[src/rtl/pp_wr_ctrl_if.sv]
// pp_wr_ctrl_if: bundles the signals of the path-header write controller.
// Groups the beat stream (pp_*), the chunk RAM write port (ram_*) and the
// reader handshake (rd_ptr, chunk_*), plus the sticky ovf_err flag.
// The master modport is the environment side; the slave modport is the controller side.
interface pp_wr_ctrl_if #(
  parameter int DATA_NBITS  = 128,
  parameter int DEPTH_NBITS = 4
);
  logic                   pp_valid;
  logic                   pp_sop;
  logic                   pp_eop;
  logic [1:0]             pp_id;
  logic [DATA_NBITS-1:0]  pp_data;
  logic                   pp_ready;
  logic                   ram_wr;
  logic [DEPTH_NBITS:0]   ram_waddr;
  logic [DATA_NBITS-1:0]  ram_wdata;
  logic                   rd_ptr;
  logic                   chunk_valid;
  logic [DEPTH_NBITS:0]   chunk_len;
  logic                   chunk_done;
  logic                   ovf_err;
  modport master (
    output pp_valid, pp_sop, pp_eop, pp_id, pp_data, chunk_done,
    input  pp_ready, ram_wr, ram_waddr, ram_wdata, rd_ptr, chunk_valid, chunk_len, ovf_err
  );
  modport slave (
    input  pp_valid, pp_sop, pp_eop, pp_id, pp_data, chunk_done,
    output pp_ready, ram_wr, ram_waddr, ram_wdata, rd_ptr, chunk_valid, chunk_len, ovf_err
  );
endinterface

[src/rtl/pp_wr_ctrl.sv]
// pp_wr_ctrl: writes one parser's path-header beats into a ping-pong chunk RAM.
// Ports: clk, rstn (async active-low), bus (pp_wr_ctrl_if.slave):
//   in  pp_valid/pp_sop/pp_eop/pp_id/pp_data, chunk_done
//   out pp_ready, ram_wr/ram_waddr/ram_wdata, rd_ptr, chunk_valid, chunk_len, ovf_err
module pp_wr_ctrl #(
  parameter int PP_ID       = 0,
  parameter int DATA_NBITS  = 128,
  parameter int DEPTH_NBITS = 4
) (
  input logic         clk,
  input logic         rstn,
  pp_wr_ctrl_if.slave bus
);
  localparam int AW = DEPTH_NBITS + 1;
  localparam logic [AW-1:0] LMAX = AW'(1 << DEPTH_NBITS);
  typedef enum logic [1:0] {IDLE, WRITE, DROP} state_t;
  state_t                  state;
  logic                    wr_ptr, rd_ptr, ready, wr, cv, ovf;
  logic [1:0]              buf_full, full_nxt;
  logic [1:0][AW-1:0]      len;
  logic [AW-1:0]           beat_cnt, waddr, clen, fill_len;
  logic [DATA_NBITS-1:0]   wdata;
  logic [DEPTH_NBITS-1:0]  wr_idx;
  logic                    acc, fire, start, adv, ovf_hit, fill, wr_en, wr_nxt, rd_nxt;
  assign acc = bus.pp_valid & ready & (bus.pp_id == 2'(PP_ID));
  // chunk_done only counts while the reader actually sees a full buffer
  assign fire = bus.chunk_done & cv;
  // sop starts or restarts a chunk at index 0; sop inside an overflowed chunk is just dropped
  assign start = acc & bus.pp_sop & (state != DROP);
  assign adv = acc & ~bus.pp_sop & (state == WRITE) & (beat_cnt != LMAX);
  assign ovf_hit = acc & ~bus.pp_sop & (state == WRITE) & (beat_cnt == LMAX);
  // eop closes the chunk from any in-chunk state; in IDLE only a sop+eop beat forms a chunk
  assign fill = acc & bus.pp_eop & (start | (state != IDLE));
  assign wr_en = start | adv;
  assign wr_idx = start ? '0 : beat_cnt[DEPTH_NBITS-1:0];
  assign fill_len = start ? AW'(1) : adv ? beat_cnt + AW'(1) : LMAX;
  assign wr_nxt = wr_ptr ^ fill;
  assign rd_nxt = rd_ptr ^ fire;
  assign full_nxt = (buf_full | (fill ? 2'b01 << wr_ptr : 2'b00)) & ~(fire ? 2'b01 << rd_ptr : 2'b00);
  always_ff @(posedge clk or negedge rstn) begin
    if (!rstn) begin
      state <= IDLE;
      beat_cnt <= '0;
      len <= '0;
      wr_ptr <= 1'b0;
      rd_ptr <= 1'b0;
      buf_full <= 2'b00;
      ready <= 1'b1;
      cv <= 1'b0;
      clen <= '0;
      ovf <= 1'b0;
      wr <= 1'b0;
      waddr <= '0;
      wdata <= '0;
    end else begin
      state <= fill ? IDLE : start ? WRITE : ovf_hit ? DROP : state;
      if (start) beat_cnt <= AW'(1);
      else if (adv) beat_cnt <= beat_cnt + AW'(1);
      if (fill) len[wr_ptr] <= fill_len;
      wr_ptr <= wr_nxt;
      rd_ptr <= rd_nxt;
      buf_full <= full_nxt;
      ready <= ~full_nxt[wr_nxt];
      // a consumed chunk always shows one idle cycle before the other buffer is offered
      cv <= ~fire & full_nxt[rd_nxt];
      clen <= (fill & (wr_ptr == rd_nxt)) ? fill_len : len[rd_nxt];
      ovf <= ovf | ovf_hit;
      wr <= wr_en;
      if (wr_en) begin
        waddr <= {wr_ptr, wr_idx};
        wdata <= bus.pp_data;
      end
    end
  end
  assign bus.pp_ready = ready;
  assign bus.ram_wr = wr;
  assign bus.ram_waddr = waddr;
  assign bus.ram_wdata = wdata;
  assign bus.rd_ptr = rd_ptr;
  assign bus.chunk_valid = cv;
  assign bus.chunk_len = clen;
  assign bus.ovf_err = ovf;
endmodule

[src/flat_wrapper.sv]
// flat-port wrapper written by rule: the top's interface ports become plain ports
module pp_wr_ctrl_flat 
#(
  parameter int PP_ID       = 0,
  parameter int DATA_NBITS  = 128,
  parameter int DEPTH_NBITS = 4
)
  (clk, rstn, bus_pp_valid, bus_pp_sop, bus_pp_eop, bus_pp_id, bus_pp_data, bus_chunk_done, bus_pp_ready, bus_ram_wr, bus_ram_waddr, bus_ram_wdata, bus_rd_ptr, bus_chunk_valid, bus_chunk_len, bus_ovf_err);
  pp_wr_ctrl_if #(.DATA_NBITS(DATA_NBITS), .DEPTH_NBITS(DEPTH_NBITS)) bus_i ();
  input logic clk;
  input logic rstn;
  input wire logic [$bits(bus_i.pp_valid)-1:0] bus_pp_valid;
  input wire logic [$bits(bus_i.pp_sop)-1:0] bus_pp_sop;
  input wire logic [$bits(bus_i.pp_eop)-1:0] bus_pp_eop;
  input wire logic [$bits(bus_i.pp_id)-1:0] bus_pp_id;
  input wire logic [$bits(bus_i.pp_data)-1:0] bus_pp_data;
  input wire logic [$bits(bus_i.chunk_done)-1:0] bus_chunk_done;
  output wire logic [$bits(bus_i.pp_ready)-1:0] bus_pp_ready;
  output wire logic [$bits(bus_i.ram_wr)-1:0] bus_ram_wr;
  output wire logic [$bits(bus_i.ram_waddr)-1:0] bus_ram_waddr;
  output wire logic [$bits(bus_i.ram_wdata)-1:0] bus_ram_wdata;
  output wire logic [$bits(bus_i.rd_ptr)-1:0] bus_rd_ptr;
  output wire logic [$bits(bus_i.chunk_valid)-1:0] bus_chunk_valid;
  output wire logic [$bits(bus_i.chunk_len)-1:0] bus_chunk_len;
  output wire logic [$bits(bus_i.ovf_err)-1:0] bus_ovf_err;
  assign bus_i.pp_valid = bus_pp_valid;
  assign bus_i.pp_sop = bus_pp_sop;
  assign bus_i.pp_eop = bus_pp_eop;
  assign bus_i.pp_id = bus_pp_id;
  assign bus_i.pp_data = bus_pp_data;
  assign bus_i.chunk_done = bus_chunk_done;
  assign bus_pp_ready = bus_i.pp_ready;
  assign bus_ram_wr = bus_i.ram_wr;
  assign bus_ram_waddr = bus_i.ram_waddr;
  assign bus_ram_wdata = bus_i.ram_wdata;
  assign bus_rd_ptr = bus_i.rd_ptr;
  assign bus_chunk_valid = bus_i.chunk_valid;
  assign bus_chunk_len = bus_i.chunk_len;
  assign bus_ovf_err = bus_i.ovf_err;
  pp_wr_ctrl #(.PP_ID(PP_ID), .DATA_NBITS(DATA_NBITS), .DEPTH_NBITS(DEPTH_NBITS)) u_core (.clk(clk), .rstn(rstn), .bus(bus_i));
endmodule
[config.mk]
export PLATFORM = sky130hd
export DESIGN_NAME = pp_wr_ctrl_flat
export DESIGN_NICKNAME = d
export VERILOG_FILES = /design/src/rtl/pp_wr_ctrl_if.sv /design/src/rtl/pp_wr_ctrl.sv /design/src/flat_wrapper.sv
export SDC_FILE = /design/constraint.sdc
export NUM_CORES = 1
export LEC_CHECK = 0
export CAP_MARGIN = 15
export CORE_MARGIN = 5
export CORE_UTILIZATION = 44
export CTS_BUF_LIST = sky130_fd_sc_hd__clkbuf_16
export CTS_CLUSTER_DIAMETER = 80
export DETAILED_ROUTE_END_ITERATION = 8
export GPL_TIMING_DRIVEN = 0
export PLACE_DENSITY = 0.81
export SYNTH_ARGS = -nofsm -noshare
export SYNTH_HDL_FRONTEND = slang
export SYNTH_SLANG_ARGS = --single-unit
[constraint.sdc]
create_clock -name clk -period 2.26 [get_ports clk]
set_input_delay 0.339 -clock clk [delete_from_list [all_inputs] [get_ports clk]]
set_output_delay 0.339 -clock clk [all_outputs]
set_load 0.05 [all_outputs]
==> results.md, run 1 <==
- Avg WL per Cell: between 15 and 20 um
- DR vias: around 4500
- Hold crit path type: in2async
- Sink Count: between 150 and 200
- Overall routing resource usage: 19.5%
- Ys Warns: 0
- Post-synth EDFFs: 0
- Fraction of final layout cells with drive strength greater than 1: 27.8%
- Final period util: approximately 94%
- Leakage power total: between 4 and 5 nW
- Cell count after synthesis: around 410
- First-pass GRT wire length: around 28 mm
- Initial antenna violation count: 0
- Clock period minus final worst setup slack: 2.12 ns
- Die H: 136 um
- Synth top area cells: dfrtp_1, mux2_4, mux2_2, buf_12, ha_1
- Ant. Diodes: 0
- Syn_area_per_cell: roughly 17 um^2
- Outcome: complete, no violations
- Top-Level Pins: ~280
- Starting Density: 44.4%
- Top FF cell, synth: dfrtp_1
- Post-route ant nets: 0
- Max Freq: about 0.47 GHz
- Comb power frac: 55.6%
- Postcts setup bufs: 0
- Final hold violations: 0
- Area grow syn2layout: 52.1%
- Clk slew on worst S/H paths: about 0.06 ns
- Clk buf depth: 2
- FF+latch count, synth: between 150 and 200
- Multi-input combinational cell area: about 2600 um^2
- Slew @ Worst Pin: 0.910 ns
- Synth area leader: dfrtp_1
- Clk root buf: clkbuf_16
- Max_cap viols: 0
- Slew margin rel.: between 30% and 40%
- GR Overflow Total: 0
- Switch Pwr: slightly below 0.008 W
- Top-area cell type share of the netlist area: 58.1%
- Number of global-route vias before repair: 5090
- Final #Nets: 844
- Clk_skew: approximately 0.0078 ns
- Post-layout util: 67.6%
- Site Rows: 46
- Post-synth top cells: dfrtp_1, mux2_4, mux2_2
- Register area share after synthesis: between 50% and 60%
- Pin count of the biggest net entering global routing: 100
- Unrepaired setup endpoints after global routing: no
- RR Endpoint: u_core.bus.chunk_valid
- Routability cong.: 0.814
- Pins Over Slew Limit: 0
- Most numerous cell in the Yosys netlist: dfrtp_1
- Int Pwr: around 0.0096 W
- Hold_buf cts: 0
- Post-route cell area: between 10000 and 15000 um^2
- Clk pwr share: about 15%
- Number of DRC markers in iteration 0: about 160
- Register area: slightly above 4000 um^2
- R2R cell count: 8
- Async SR Flop Fraction: 100%
- Finished Layout Cells: ~930
- I/O Buffers: roughly 280
- CTS tree: built
- Critical path startpoint category: flip-flop
- WP data required: between 2 and 3 ns
- Placed cell areas: slightly above 10000 um^2
- Post-route DRC: 0
- Critical Path Fanout Max: 7
- Post-Syn Nets: 550
- WS Path Type: reg2reg
- Die W: between 100 and 150 um
- Vias/cell: 4.79
- Total CTS buffers: 17
- Crit Reg-Reg Startpoint: u_core.bus.pp_ready
- Switching Share: between 40% and 50%
- Fill count: approximately 1100
- DPL Wire Length: between 10 and 15 mm
- Peak VDD IR: ~1.0 mV
- Setup violators final: 0
- Placed Cells: 902
- Final WS setup: 0.145 ns
- Clock latency on the worst-skew pair: 0.41 ns
- Core footprint: 15700 um^2
- Flop pwr share: a little under 30%
- CTS H-tree depth: 4
- Pre-CTS setup slack: -0.412 ns
- Crit path DAT: around 2.5 ns
- Worst R2R Setup Slack: between 0.1 and 0.15 ns
- Netlist Area Pre-Place: about 7000 um^2
- Pwr Density: between 1500 and 2000 nW/um^2
- Final wirelength: ~18 mm
- Netlist cell types: between 40 and 50
- Die area: 18500 um^2
- CP Capture Type: flip-flop
- Drt pass-1 iters: 4
## how the worst max path moves through the flow
stage	startpoint	to	slack, ns
floorplan	u_core.bus.pp_ready	u_core.len[0]	0.01
global placement	rstn	u_core.bus.ram_wdata[0]	-5.47
detailed placement	bus_chunk_done	u_core.bus.chunk_len[2]	-0.41
CTS	u_core.bus.pp_ready	u_core.bus.chunk_valid	0.002
global route	u_core.bus.pp_ready	u_core.bus.chunk_len[2]	0.01
finish	u_core.bus.pp_ready	u_core.bus.chunk_valid	0.14
## layout make-up
class                      count  area share, %
buffer                        17           2.49
clock buffer                  17           4.01
clock inverter                15           1.12
inverter                       8          0.306
multi-input combinational    217           24.7
sequential                   163           38.4
tap                          216           2.55
timing repair buffer         278           26.4
## layout by cell type (no fill, tap or decap), drive strengths merged, types with 6 or more instances in the layout
master | synthesis | routed
clkdlybuf4s50 | 0 | 276
dfrtp | 162 | 162
mux2 | 143 | 143
clkbuf | 4 | 18
buf | 16 | 18
inv | 8 | 13
nor2 | 12 | 12
clkinv | 0 | 7
ha | 6 | 6
## critical path: stages (launching register included)
cell and delay [ns]:
dfstp_2 0.54, nor4bb_2 0.28, buf_4 0.23, o311a_1 0.26, ha_2 0.32, o21bai_1 0.14, nor2_1 0.13, a21oi_1 0.05
nor2_1 0.10
## metal layers
layer | global-route usage, % | share of wire [%] | vias up
li1 | - | - | 2025
met1 | 22.8 | 39 | 2219
met2 | 33.1 | 50 | 184
met3 | 7.11 | 8.6 | 35
met4 | 6.83 | 2.5 | 0
met5 | 0 | 0 | -
## per-stage QoR
step | setup TNS, ns | power [W] | hold WS (ns)
global route | 0 | 0.0180 | 0.117
finish | 0 | 0.0173 | 0.0456
detailed placement | -15.08 | 0.0147 | 0.466
floorplan | 0 | 0.0113 | 0.0434
global placement | -894.50 | 0.0145 | 0.467
CTS | 0 | 0.0174 | 0.0630
## registers in the layout, indices dropped and copies added, names as in the netlist
register                cells
u_core.buf_full             2
u_core.state                2
u_core.bus.pp_ready         1
u_core.beat_cnt             5
u_core.bus.ram_wdata      128
u_core.bus.rd_ptr           1
u_core.bus.chunk_valid      1
u_core.bus.ram_waddr        5
u_core.bus.ram_wr           1
u_core.len                 10
u_core.bus.ovf_err          1
u_core.wr_ptr               1
u_core.bus.chunk_len        5
## what timing repair did
item	4_1_cts	5_1_grt
pin swaps	0	0
resized for setup	1	6
endpoints found under the setup margin	13	13
endpoints found under the hold margin	0	0
## logic make-up (layout without fill, tap and decap cells)
family	count (synthesis)	count (layout)	synth area share, %
DFF	163	163	58.5
muxes	147	147	29.5
and+or+nand+nor	34	34	3.32
buffers and inverters	28	335	4.37
AOI/OAI and AO/OA	27	27	2.89
adders and majority gates	6	6	1.08
xor gates and xnor gates	3	3	0.377
## power by group through the flow
stage	clock network, W	logic (W)	registers [W]
CTS	0.00272	0.00968	0.00502
detailed placement	0	0.00964	0.00505
global route	0.00286	0.00994	0.00518
finish	0.00266	0.00961	0.00501
global placement	0	0.00954	0.00495
floorplan	0	0.00207	0.00923
Note: power is estimated with default switching activity, not from simulation.
==> inputs of run 2 (changes only) <==
Settings changed: SLEW_MARGIN set to 20.
==> run 2 against run 1 <==
Critical path depth stayed put. Register-to-register slack worse by 0.05 ns. First-iteration DRC count is 5.1% higher. Sequential share of layout area is 0.21 points lower. Utilization is 0.37 points higher. Critical path type unchanged.
==> results.md, run 2 (synthesis results as in run 1) <==
- Most common cell after layout, fill and taps aside: clkdlybuf4s50_1
- Post-route cell area: 10700 um^2 (+0.55%)
- Final hold violations: 0 (unchanged)
- Slew margin rel.: 50.3% (+11 points)
- RR Endpoint: u_core.bus.chunk_valid
- R2R cell count: 8 (unchanged)
- Final #Nets: 845 (+0.12%)
- Max Freq: 0.462 GHz (-2.2%)
- Clk root buf: clkbuf_16
- Switch Pwr: 0.00769 W (-0.31%)
- Critical path's slowest cell: dfstp_2
- Starting Density: 44.4% (unchanged)
- Slew @ Worst Pin: 0.746 ns (-0.165 ns)
- Drt pass-1 iters: 4 (unchanged)
- Max_cap viols: 0 (unchanged)
- Clk slew on worst S/H paths: 0.06 ns (about the same)
- Overall routing resource usage: 19.4% (about the same)
- Pins Over Slew Limit: 0 (unchanged)
- Top Family by Delay on Critical Path: simple AND/OR/NAND/NOR gates
- Hold EP: u_core.bus.ovf_err
- Top Metal Used: met4
- WP data required: 2.61 ns (about the same)
- WS Path Type: reg2reg
- Placed Cells: 902 (unchanged)
- Die area: 18500 um^2 (unchanged)
- Number of global-route vias before repair: 5073 (-0.33%)
- Outcome: complete, no violations
- I/O Buffers: 277 (unchanged)
- Bufs and invs on worst path: 1 (unchanged)
- GR Overflow Total: 0 (unchanged)
- Int Pwr: 0.00989 W (+3.3%)
- Clk_skew: 0.00799 ns (+0.000160 ns)
- Critical Path, Cell by Cell: nor4bb_1 -> clkbuf_4 -> o311a_1 -> ha_2 -> nor2_1 -> nor2_1 -> a21oi_1 -> nor2_1
- Initial antenna violation count: 0 (unchanged)
- Post-route ant nets: 0 (unchanged)
- Clock latency on the worst-skew pair: 0.42 ns (about the same)
- Metal-1 WL: 7.11 mm (+1.4%)
- Final wirelength: 17.9 mm (+0.65%)
- Max reg flops: 128 (unchanged)
- Hold Startpoint: u_core.bus.ovf_err
- Hold depth: 1
- Met3 WL post-DR: 1.49 mm (-3.0%)
- Sink Count: 163 (unchanged)
- DR vias: 4468 (+0.11%)
- Unrepaired setup endpoints after global routing: yes
- DPL Wire Length: 13.5 mm (-0.45%)
- Clk pwr share: 16.8% (+1.4 points)
- CTS H-tree depth: 4 (unchanged)
- Comb power frac: 54.6% (-1.0 points)
- Clock period minus final worst setup slack: 2.16 ns (+0.0481 ns)
- Core footprint: 15700 um^2 (unchanged)
- CTS tree: built
- Setup violators final: 0 (unchanged)
- Hold crit path type: reg2reg
- CP Capture Type: flip-flop
- Critical Path Fanout Max: 7 (unchanged)
- Final period util: 95.7% (+2.1 points)
- Flop pwr share: 28.6% (-0.4 points)
- Area grow syn2layout: 53.0%
- CP peak stage delay: 0.54 ns (about the same)
- Avg WL per Cell: 19.3 um (+0.54%)
- Switching Share: 43.7% (-0.88 points)
- Routability cong.: 0.814 (unchanged)
- Peak VDD IR: 1.13 mV (+9.1%)
- Crit path DAT: 2.51 ns (+0.04 ns)
- Most frequent cells in the layout: clkdlybuf4s50_1, dfrtp_1, mux2_4, mux2_2, clkbuf_16
- Post-route DRC: 0 (unchanged)
- First-pass GRT wire length: 27.9 mm (-0.29%)
- Pin count of the biggest net entering global routing: 100 (unchanged)
- Fraction of final layout cells with drive strength greater than 1: 27.4% (-0.46 points)
- Vias/cell: 4.79 (about the same)
- Number of DRC markers in iteration 0: 166 (+5.1%)
- Worst R2R Setup Slack: 0.1 ns (-0.05 ns)
- Clk buf depth: 2 (unchanged)
- Ant. Diodes: 0 (unchanged)
- Die W: 136 um (unchanged)
- Crit Reg-Reg Startpoint: u_core.bus.pp_ready
- Total CTS buffers: 17 (unchanged)
- Most frequent CP cell: nor2_1
- Finished Layout Cells: 932 (+0.11%)
- Pwr Density: 1650 nW/um^2 (+1.1%)
- Met2 WL post-DR: 8.89 mm (+0.60%)
- Placed cell areas: 10100 um^2 (about the same)
- Site Rows: 46 (unchanged)
- Die H: 136 um (unchanged)
- Critical path startpoint category: flip-flop
- Leakage power total: 4.67 nW (+0.86%)
- Top-Level Pins: 279 (unchanged)
-- run 2: through the flow --
stage               util (%)  setup slack [ns]  power [W]  hold WS [ns]  setup TNS [ns]
floorplan                  -            0.0150     0.0113        0.0434               0
global placement        63.8             -5.47     0.0145         0.467         -894.50
detailed placement      64.0            -0.407     0.0147         0.434          -12.74
CTS                     67.9           0.00722     0.0177         0.483               0
global route            67.9           -0.0780     0.0182         0.496         -0.0948
finish                  67.9            0.0965     0.0176         0.478               0
-- run 2: final cells by class --
type	count	area, um^2
Fill cell	1108	5040
Sequential cell	163	4080
Timing Repair Buffer	279	2820
Multi-Input combinational cell	217	2610
Clock buffer	17	425
Tap cell	216	270
Buffer	17	264
Clock inverter	15	180
Inverter	8	32.5
-- run 2: what timing repair did --
item                       4_1_cts  5_1_grt
hold buffers                     1        0
pin swaps                        0        0
buffers inserted                 0        0
gates resized for setup          1        3
setup endpoints to repair       13        8
hold endpoints to repair        59        0
-- run 2: worst max path at each step --
stage	startpoint	to	slack [ns]	cells past startpoint
3_3_place_gp	rstn	u_core.bus.ram_wdata[0]	-5.47	1
5_1_grt	u_core.bus.pp_ready	u_core.bus.chunk_valid	-0.08	8
4_1_cts	u_core.bus.pp_ready	u_core.bus.chunk_valid	0.007	8
2_1_floorplan	u_core.bus.pp_ready	u_core.len[0]	0.01	6
3_5_place_dp	bus_chunk_done	u_core.bus.chunk_len[2]	-0.41	8
6_report	u_core.bus.pp_ready	u_core.bus.chunk_valid	0.1	8
-- run 2: power groups by stage --
stage,sequential (W),clock (W),combinational (W)
final,0.00502,0.00296,0.00959
after global routing,0.00518,0.00314,0.00992
after CTS,0.00503,0.00302,0.00967
after detailed placement,0.00505,0,0.00963
after global placement,0.00495,0,0.00954
after floorplan,0.00923,0,0.00207
-- run 2: layer usage --
metal	track usage, %	vias to the layer above
li1	-	2021
met1	22.9	2225
met2	32.8	190
met3	7.03	32
met4	7.05	0
met5	0	-
